`src/rtl/bypass_wb_arbiter_pkg.sv`:
```
// bypass_wb_arbiter_pkg: shared types and defaults for the bypass buffer write-back arbiter
package bypass_wb_arbiter_pkg;
    localparam int NUM_WB_REQ = 3;
    localparam int WB_IDX_W   = 8;
    localparam int WB_DATA_W  = 32;
    localparam int WB_SCNT_W  = 8;
    typedef enum logic [1:0] {IDLE, RUN, BLOCK} wb_arb_st_t;
    typedef struct packed {
        logic                 v;
        logic [WB_IDX_W-1:0]  idx;
        logic [WB_DATA_W-1:0] data;
    } wb_req_t;
endpackage

```
`src/rtl/bypass_wb_arbiter_rr_pick.sv`:
```
// wb_rr_pick: combinational round-robin picker (rotate, find lowest, unrotate) starting after last
module wb_rr_pick
    import bypass_wb_arbiter_pkg::*;
#(
    parameter int N = NUM_WB_REQ,
    parameter int W = $clog2(N)
) (
    input  logic [N-1:0] req,
    input  logic [W-1:0] last,
    output logic [N-1:0] onehot,
    output logic [W-1:0] win,
    output logic         found
);
    localparam int         W1 = W + 1;
    localparam logic [W:0] NV = W1'(N);
    logic [2*N-1:0] dbl;
    logic [N-1:0]   rot;
    logic [W:0]     sh;
    logic [W:0]     off;
    logic [W:0]     sum;
    // bit 0 of rot is the requester just after last; the lowest set bit wins
    always_comb begin
        dbl = {req, req};
        sh  = {1'b0, last} + 1'b1;
        rot = N'(dbl >> sh);
        off = '0;
        for (int k = N - 1; k >= 0; k--) begin
            if (rot[k]) off = W1'(k);
        end
        sum    = sh + off;
        win    = W'(sum >= NV ? sum - NV : sum);
        found  = |rot;
        onehot = found ? (N'(1) << win) : '0;
    end
endmodule

```
`src/rtl/bypass_wb_arbiter.sv`:
```
// bypass_wb_arbiter: round-robin share of the bypass write-back port; BYPASS_WB_AGE_PRIORITY_EN adds starvation aging
module bypass_wb_arbiter
    import bypass_wb_arbiter_pkg::*;
#(
    parameter int NUM_REQ    = NUM_WB_REQ,
    parameter int WIDTH_IDX  = WB_IDX_W,
    parameter int WIDTH_DATA = WB_DATA_W,
    parameter int WIDTH_SCNT = WB_SCNT_W
) (
    input  logic                          clock,
    input  logic                          reset,
    input  logic                          I_Stall,
    input  logic                          I_Full,
    input  logic [NUM_REQ-1:0]            I_Req,
    input  logic [NUM_REQ*WIDTH_IDX-1:0]  I_Index,
    input  logic [NUM_REQ*WIDTH_DATA-1:0] I_Data,
    output logic [NUM_REQ-1:0]            O_Ack,
    output logic                          O_WB_Valid,
    output logic [WIDTH_IDX-1:0]          O_WB_Index,
    output logic [WIDTH_DATA-1:0]         O_WB_Data,
    output logic [$clog2(NUM_REQ)-1:0]    O_Grant_No,
    output logic                          O_Busy,
    output logic [WIDTH_SCNT-1:0]         O_Stall_Cnt
);
    localparam int GW = $clog2(NUM_REQ);
    logic [WIDTH_IDX-1:0]  idx_a  [NUM_REQ];
    logic [WIDTH_DATA-1:0] data_a [NUM_REQ];
    wb_arb_st_t            state_q, state_d;
    logic [GW-1:0]         last_grant_q, last_grant_d;
    logic [GW-1:0]         grant_no_q, grant_no_d;
    logic                  wb_valid_q, wb_valid_d;
    logic [WIDTH_IDX-1:0]  wb_index_q, wb_index_d;
    logic [WIDTH_DATA-1:0] wb_data_q, wb_data_d;
    logic [WIDTH_SCNT-1:0] stall_cnt_q, stall_cnt_d;
    logic [NUM_REQ-1:0]    rr_hot, hot;
    logic [GW-1:0]         rr_win, win;
    logic                  rr_found, grant_en;

    for (genvar i = 0; i < NUM_REQ; i++) begin : g_unpack
        assign idx_a[i]  = I_Index[i*WIDTH_IDX +: WIDTH_IDX];
        assign data_a[i] = I_Data[i*WIDTH_DATA +: WIDTH_DATA];
    end

    wb_rr_pick #(.N(NUM_REQ), .W(GW)) u_pick (
        .req    (I_Req),
        .last   (last_grant_q),
        .onehot (rr_hot),
        .win    (rr_win),
        .found  (rr_found)
    );

    // reset also masks the combinational ack so every output reads 0 while reset is held
    assign grant_en = reset & ~I_Stall & ~I_Full & rr_found;
    assign O_Ack    = grant_en ? hot : '0;

`ifdef BYPASS_WB_AGE_PRIORITY_EN
    logic [3:0]         age_q [NUM_REQ];
    logic [3:0]         age_d [NUM_REQ];
    logic [NUM_REQ-1:0] old;
    logic [GW-1:0]      age_win;
    // a requester whose wait counter saturated overrides the rotating pointer, lowest number first
    always_comb begin
        old     = '0;
        age_win = '0;
        for (int k = NUM_REQ - 1; k >= 0; k--) begin
            old[k] = I_Req[k] & (age_q[k] == 4'hF);
            if (old[k]) age_win = GW'(k);
        end
        win = |old ? age_win : rr_win;
        hot = |old ? (NUM_REQ'(1) << age_win) : rr_hot;
    end
    // wait counters climb while a request sits unacked and clear on its ack
    always_comb begin
        for (int k = 0; k < NUM_REQ; k++) begin
            age_d[k] = O_Ack[k] ? 4'h0 : (I_Req[k] && age_q[k] != 4'hF) ? age_q[k] + 4'h1 : age_q[k];
        end
    end
    // wait counter registers
    always_ff @(posedge clock or negedge reset) begin
        if (!reset) begin
            for (int k = 0; k < NUM_REQ; k++) age_q[k] <= '0;
        end else begin
            for (int k = 0; k < NUM_REQ; k++) age_q[k] <= age_d[k];
        end
    end
`else
    assign win = rr_win;
    assign hot = rr_hot;
`endif

    // next state: idle without requests, otherwise run when granting and block when throttled
    always_comb begin
        state_d = ~rr_found ? IDLE : (grant_en ? RUN : BLOCK);
    end

    // write-back staging: a grant loads the winner's index/data, otherwise they hold
    always_comb begin
        wb_valid_d   = grant_en;
        wb_index_d   = grant_en ? idx_a[win] : wb_index_q;
        wb_data_d    = grant_en ? data_a[win] : wb_data_q;
        grant_no_d   = grant_en ? win : grant_no_q;
        last_grant_d = grant_en ? win : last_grant_q;
        stall_cnt_d  = (state_q == BLOCK && stall_cnt_q != '1) ? stall_cnt_q + 1'b1 : stall_cnt_q;
    end

    // state registers; pointer resets to the top so requester 0 wins first
    always_ff @(posedge clock or negedge reset) begin
        if (!reset) begin
            state_q      <= IDLE;
            last_grant_q <= GW'(NUM_REQ - 1);
            grant_no_q   <= '0;
            wb_valid_q   <= 1'b0;
            wb_index_q   <= '0;
            wb_data_q    <= '0;
            stall_cnt_q  <= '0;
        end else begin
            state_q      <= state_d;
            last_grant_q <= last_grant_d;
            grant_no_q   <= grant_no_d;
            wb_valid_q   <= wb_valid_d;
            wb_index_q   <= wb_index_d;
            wb_data_q    <= wb_data_d;
            stall_cnt_q  <= stall_cnt_d;
        end
    end

    assign O_WB_Valid  = wb_valid_q;
    assign O_WB_Index  = wb_index_q;
    assign O_WB_Data   = wb_data_q;
    assign O_Grant_No  = grant_no_q;
    assign O_Busy      = state_q != IDLE;
    assign O_Stall_Cnt = stall_cnt_q;
endmodule

```
`config.mk`:
```
export PLATFORM = sky130hd
export DESIGN_NAME = bypass_wb_arbiter
export DESIGN_NICKNAME = d
export VERILOG_FILES = /design/src/rtl/bypass_wb_arbiter_pkg.sv /design/src/rtl/bypass_wb_arbiter_rr_pick.sv /design/src/rtl/bypass_wb_arbiter.sv
export SDC_FILE = /design/constraint.sdc
export NUM_CORES = 1
export LEC_CHECK = 0
export CAP_MARGIN = 20
export CORE_ASPECT_RATIO = 1.1
export CORE_UTILIZATION = 26
export CTS_BUF_LIST = sky130_fd_sc_hd__clkbuf_4
export DETAILED_ROUTE_END_ITERATION = 12
export GPL_ROUTABILITY_DRIVEN = 0
export HOLD_SLACK_MARGIN = 0.03
export PLACE_DENSITY = 0.65
export SLEW_MARGIN = 20
export SYNTH_ARGS = -nofsm -noshare
export SYNTH_HDL_FRONTEND = slang
export SYNTH_HIERARCHICAL = 1
export SYNTH_SLANG_ARGS = --single-unit
```
`constraint.sdc`:
```
create_clock -name clock -period 4.7 [get_ports clock]
set_clock_uncertainty 0.1 [all_clocks]
set_input_delay 1.175 -clock clock [delete_from_list [all_inputs] [get_ports clock]]
set_output_delay 1.175 -clock clock [all_outputs]
set_load 0.01 [all_outputs]
```
==> out/qor.txt <==
====================================================================================================
Result of the run ..................................................................... finished with violations
Violations in the final reports ....................................................... setup timing
Setup tns final .......................................................................    -245.3 ps
Unrepaired setup endpoints after global routing .......................................         true
Area growth from synthesis to layout ..................................................       73.27%
Startpoint Class ......................................................................   input port
Number of failing hold endpoints at the final stage ...................................            0
Die height ............................................................................     115.3 um
Distinct cell type count of the synthesized netlist ...................................           37
Worst EP arrival ......................................................................      3540 ps
Slowest stage cell on the critical path ............................................... sky130_fd_sc_hd__or4_4
Die Span X ............................................................................     105.0 um
Leakage power summed over all cells ...................................................     2.189 nW
Syn_area_per_cell .....................................................................  8.791 sq um
Headroom to the max-slew limit ........................................................       55.38%
Delay of the slowest cell on the worst path ...........................................       540 ps
Dpl hpwl ..............................................................................      6866 um
Seq/Total Area, Yosys .................................................................       43.77%
Antenna violations before repair ......................................................            0
Worst hold-check path type ............................................................      reg2reg
Final non-filler cell area ............................................................ 0.005255 sq mm
Final-report setup violation count ....................................................            3
Clock Tree Root ....................................................................... sky130_fd_sc_hd__clkbuf_4
Site row count ........................................................................           41
Leading cell types by total area after synthesis ...................................... sky130_fd_sc_hd__dfrtp_1 (43%), sky130_fd_sc_hd__a21oi_1 (14%), sky130_fd_sc_hd__mux2i_1 (13%)
Post-route total power ................................................................     4.707 mW
Wire length of the first global-routing pass ..........................................     14410 um
Share of post-route cells with drive strength above 1 .................................       11.53%
Aggregate routed wire length ..........................................................      9144 um
H-tree depth reported by CTS ..........................................................            2
Count of yosys warnings during synthesis ..............................................            6
Global router's overall resource usage ................................................       14.95%
Required time of the worst setup path .................................................      3420 ps
Setup Slack @ Placement ...............................................................    -872.9 ps
Grt ovf ...............................................................................            0
Clock tree from TritonCTS .............................................................         done
Count of final max-slew check failures ................................................            0
Number of cells produced by synthesis .................................................          345
Register area ......................................................................... 0.001329 sq mm
Cell area after placement ............................................................. 0.005016 sq mm
Clock-pin slew reported for the worst setup and hold paths after clock tree synthesis .       160 ps
Number of diodes added for antenna fixing .............................................            0
Area taken by multi-input logic gates ................................................. 0.001654 sq mm
Vias ..................................................................................         3091
Ratio of total power to cell area ..................................................... 895.6 mW/mm^2
Boundary pin count ....................................................................          182
Clock latency at the later pin of the worst-skew pair .................................       380 ps
Ratio of routed vias to standard cells ................................................        4.552
Minimum period implied by the final worst setup slack .................................      4810 ps
Detailed-route wire length per cell ...................................................     13.47 um
Count of TritonRoute iterations in the first routing pass .............................            4
Top cell family by delay on the critical path ......................................... simple AND/OR/NAND/NOR gates
Core area ............................................................................. 0.01144 sq mm
Filler cell count in the final layout .................................................         1129
Cell repeated most along the worst path ............................................... sky130_fd_sc_hd__ha_2
Endpoint class of the critical path ...................................................   output pin
Highest ir drop seen on vdd ...........................................................    0.5636 mV
Crit Path Category ....................................................................       in2out
Maximum fanout count along the critical path ..........................................            3
Area fraction of the dominant cell type after synthesis ...............................       42.90%
DRC errors left .......................................................................            0
Bufs on Longest Clock Path ............................................................            2
Starting utilization of the core area .................................................       26.51%
DR iter-0 viols .......................................................................           61
Synth Net Count .......................................................................          476
Clock sinks ...........................................................................           53
Max capacitance violation total .......................................................            0
Portion of the clock cycle consumed by the worst path in the final layout .............       102.3%
Setup slack of the critical path after layout .........................................    -110.3 ps
Post-synthesis sequential element count ...............................................           53
Highest clock frequency the design can meet ...........................................   0.2079 GHz
Nets@finish ...........................................................................          659
Die Footprint ......................................................................... 0.01210 sq mm
Actual slew at the worst max-slew pin .................................................     669.3 ps
Syn Std Cell Area ..................................................................... 0.003033 sq mm
Count of buffer and inverter cells on the critical path ...............................            3
Remaining antenna violation count after routing .......................................            0
Number of buffers created by CTS ......................................................            5
Most area-hungry cell type in the Yosys netlist ....................................... sky130_fd_sc_hd__dfrtp_1
Cell-by-cell trace of the critical path ............................................... buf_8 > nor2_2 > and3_4 > nor3_2 > ha_2 > inv_2 > fa_1 > ha_2 > or4_4 > a211oi_2 > and2_1 > buf_2
Vias in the first global route ........................................................         3018
Number of port buffers ................................................................          181
Maximum number of pins on one net before global-route repair ..........................           54
====================================================================================================
==> placed cells by master (no fill, tap or decap), types with 2 or more instances in the layout <==
cell type / instances
sky130_fd_sc_hd__clkbuf_4: 5
sky130_fd_sc_hd__clkdlybuf4s50_1: 174
sky130_fd_sc_hd__mux2_2: 3
sky130_fd_sc_hd__xnor2_1: 4
sky130_fd_sc_hd__buf_4: 16
sky130_fd_sc_hd__nor2_1: 80
sky130_fd_sc_hd__and3_1: 3
sky130_fd_sc_hd__dfrtp_1: 51
sky130_fd_sc_hd__buf_8: 2
sky130_fd_sc_hd__buf_2: 4
sky130_fd_sc_hd__ha_2: 2
sky130_fd_sc_hd__o21ai_0: 2
sky130_fd_sc_hd__inv_2: 2
sky130_fd_sc_hd__and2_1: 3
sky130_fd_sc_hd__nand3_1: 3
sky130_fd_sc_hd__nor3_2: 3
sky130_fd_sc_hd__nand2_1: 6
sky130_fd_sc_hd__a21oi_1: 83
sky130_fd_sc_hd__inv_1: 5
sky130_fd_sc_hd__nand4_1: 2
sky130_fd_sc_hd__mux2i_1: 40
sky130_fd_sc_hd__buf_6: 4
==> worst paths after layout <==
path	end	slack (ps)	cells past startpoint	start
max	O_Ack[1]	-110	12	I_Req[2]
min	O_Stall_Cnt[5]$_DFFE_PN0P_	430	1	O_Stall_Cnt[5]$_DFFE_PN0P_
max reg2reg	O_WB_Index[2]$_DFFE_PN0P_	620	17	last_grant_q[1]$_DFFE_PN1P_
min reg2reg	O_Stall_Cnt[5]$_DFFE_PN0P_	430	1	O_Stall_Cnt[5]$_DFFE_PN0P_
max in group asynchronous	last_grant_q[0]$_DFFE_PN0P_	3150	2	reset
min in group asynchronous	O_WB_Data[29]$_DFFE_PN0P_	870	2	reset
==> worst register-to-register path: cells and delay by family, from the launching register on <==
kind	cells	cell delay [ps]
simple gates	4	490
mux	1	370
flops	1	650
fa+ha+maj	3	860
compound gates	3	410
buf+inv	5	790
xor+xnor	1	270
==> cells in the mapped netlist <==
master	count
sky130_fd_sc_hd__and3_1	4
sky130_fd_sc_hd__nor3b_1	3
sky130_fd_sc_hd__a211oi_2	1
sky130_fd_sc_hd__xor2_1	1
sky130_fd_sc_hd__o32ai_1	1
sky130_fd_sc_hd__dfstp_2	1
sky130_fd_sc_hd__nand4_1	2
sky130_fd_sc_hd__inv_2	1
sky130_fd_sc_hd__a31oi_1	2
sky130_fd_sc_hd__nor4bb_1	1
sky130_fd_sc_hd__nor2_1	81
sky130_fd_sc_hd__ha_1	3
sky130_fd_sc_hd__clkbuf_1	11
sky130_fd_sc_hd__and2_1	3
sky130_fd_sc_hd__xnor2_1	4
sky130_fd_sc_hd__dfrtp_1	52
sky130_fd_sc_hd__inv_1	6
sky130_fd_sc_hd__buf_2	9
sky130_fd_sc_hd__a211oi_1	1
sky130_fd_sc_hd__nand3_1	3
sky130_fd_sc_hd__fa_1	1
sky130_fd_sc_hd__o21ai_0	3
sky130_fd_sc_hd__nor2b_1	2
sky130_fd_sc_hd__or2_2	1
sky130_fd_sc_hd__mux2i_1	40
sky130_fd_sc_hd__nor3_1	3
sky130_fd_sc_hd__a21oi_1	83
sky130_fd_sc_hd__nand2_1	7
sky130_fd_sc_hd__or4_4	1
sky130_fd_sc_hd__mux2_2	3
sky130_fd_sc_hd__and4_1	1
sky130_fd_sc_hd__and4b_1	1
sky130_fd_sc_hd__o32a_2	1
sky130_fd_sc_hd__nor4b_4	1
sky130_fd_sc_hd__buf_4	5
sky130_fd_sc_hd__nand2b_1	1
sky130_fd_sc_hd__o31a_1	1
==> layout make-up <==
cell class / instances / area share, %
clock buffers: 5 / 0.7143
clock inverters: 3 / 0.8333
inverters: 7 / 0.5000
multi-input cells: 260 / 31.48
flip-flops and latches: 53 / 25.29
well taps: 150 / 3.571
repair buffers: 201 / 37.62
==> cell families (layout without fill, tap and decap cells) <==
group,Yosys count,after routing,synth area share [%]
fa+ha+maj,4,4,1.898
simple gates,115,115,17.41
compound gates,93,93,16.21
xor+xnor,5,5,1.444
mux,43,43,14.31
buf+inv,32,216,4.950
flops,53,53,43.77
==> flip-flops by register name (all words and copies together), names as in the netlist <==
signal and count:
O_Grant_No 1, O_Stall_Cnt 8, O_WB_Data 32, O_WB_Index 8, last_grant_q 2, state_q 2
==> per-stage QoR <==
step	utilization (%)	cells	hold WS, ps
global route	45.94	679	475.5
finish	45.94	679	434.8
detailed placement	43.85	663	411.0
CTS	45.51	678	432.3
floorplan	-	345	405.9
global placement	43.85	663	399.0
==> layer usage <==
layer	global-route usage (%)	up-vias	part of all wire [%]
met5	0	-	0
met4	3.850	0	1.1
met3	5.045	7	9.3
met2	27.06	135	49
met1	16.91	1392	40
li1	-	1557	-
==> power by group <==
group / switching (mW) / internal [mW] / total (mW)
sequential: 0.161 / 0.676 / 0.836
clock: 0.153 / 0.113 / 0.266
combinational: 1.81 / 1.79 / 3.60
total: 2.12 / 2.58 / 4.71
==> what timing repair did <==
action | 4_1_cts | 5_1_grt
setup endpoints to repair | 3 | 3
setup buffers | 7 | 1
hold buffers | 0 | 0
resized for setup | 45 | 10
pin swaps | 10 | 6
Note: power is estimated with default switching activity, not from simulation.
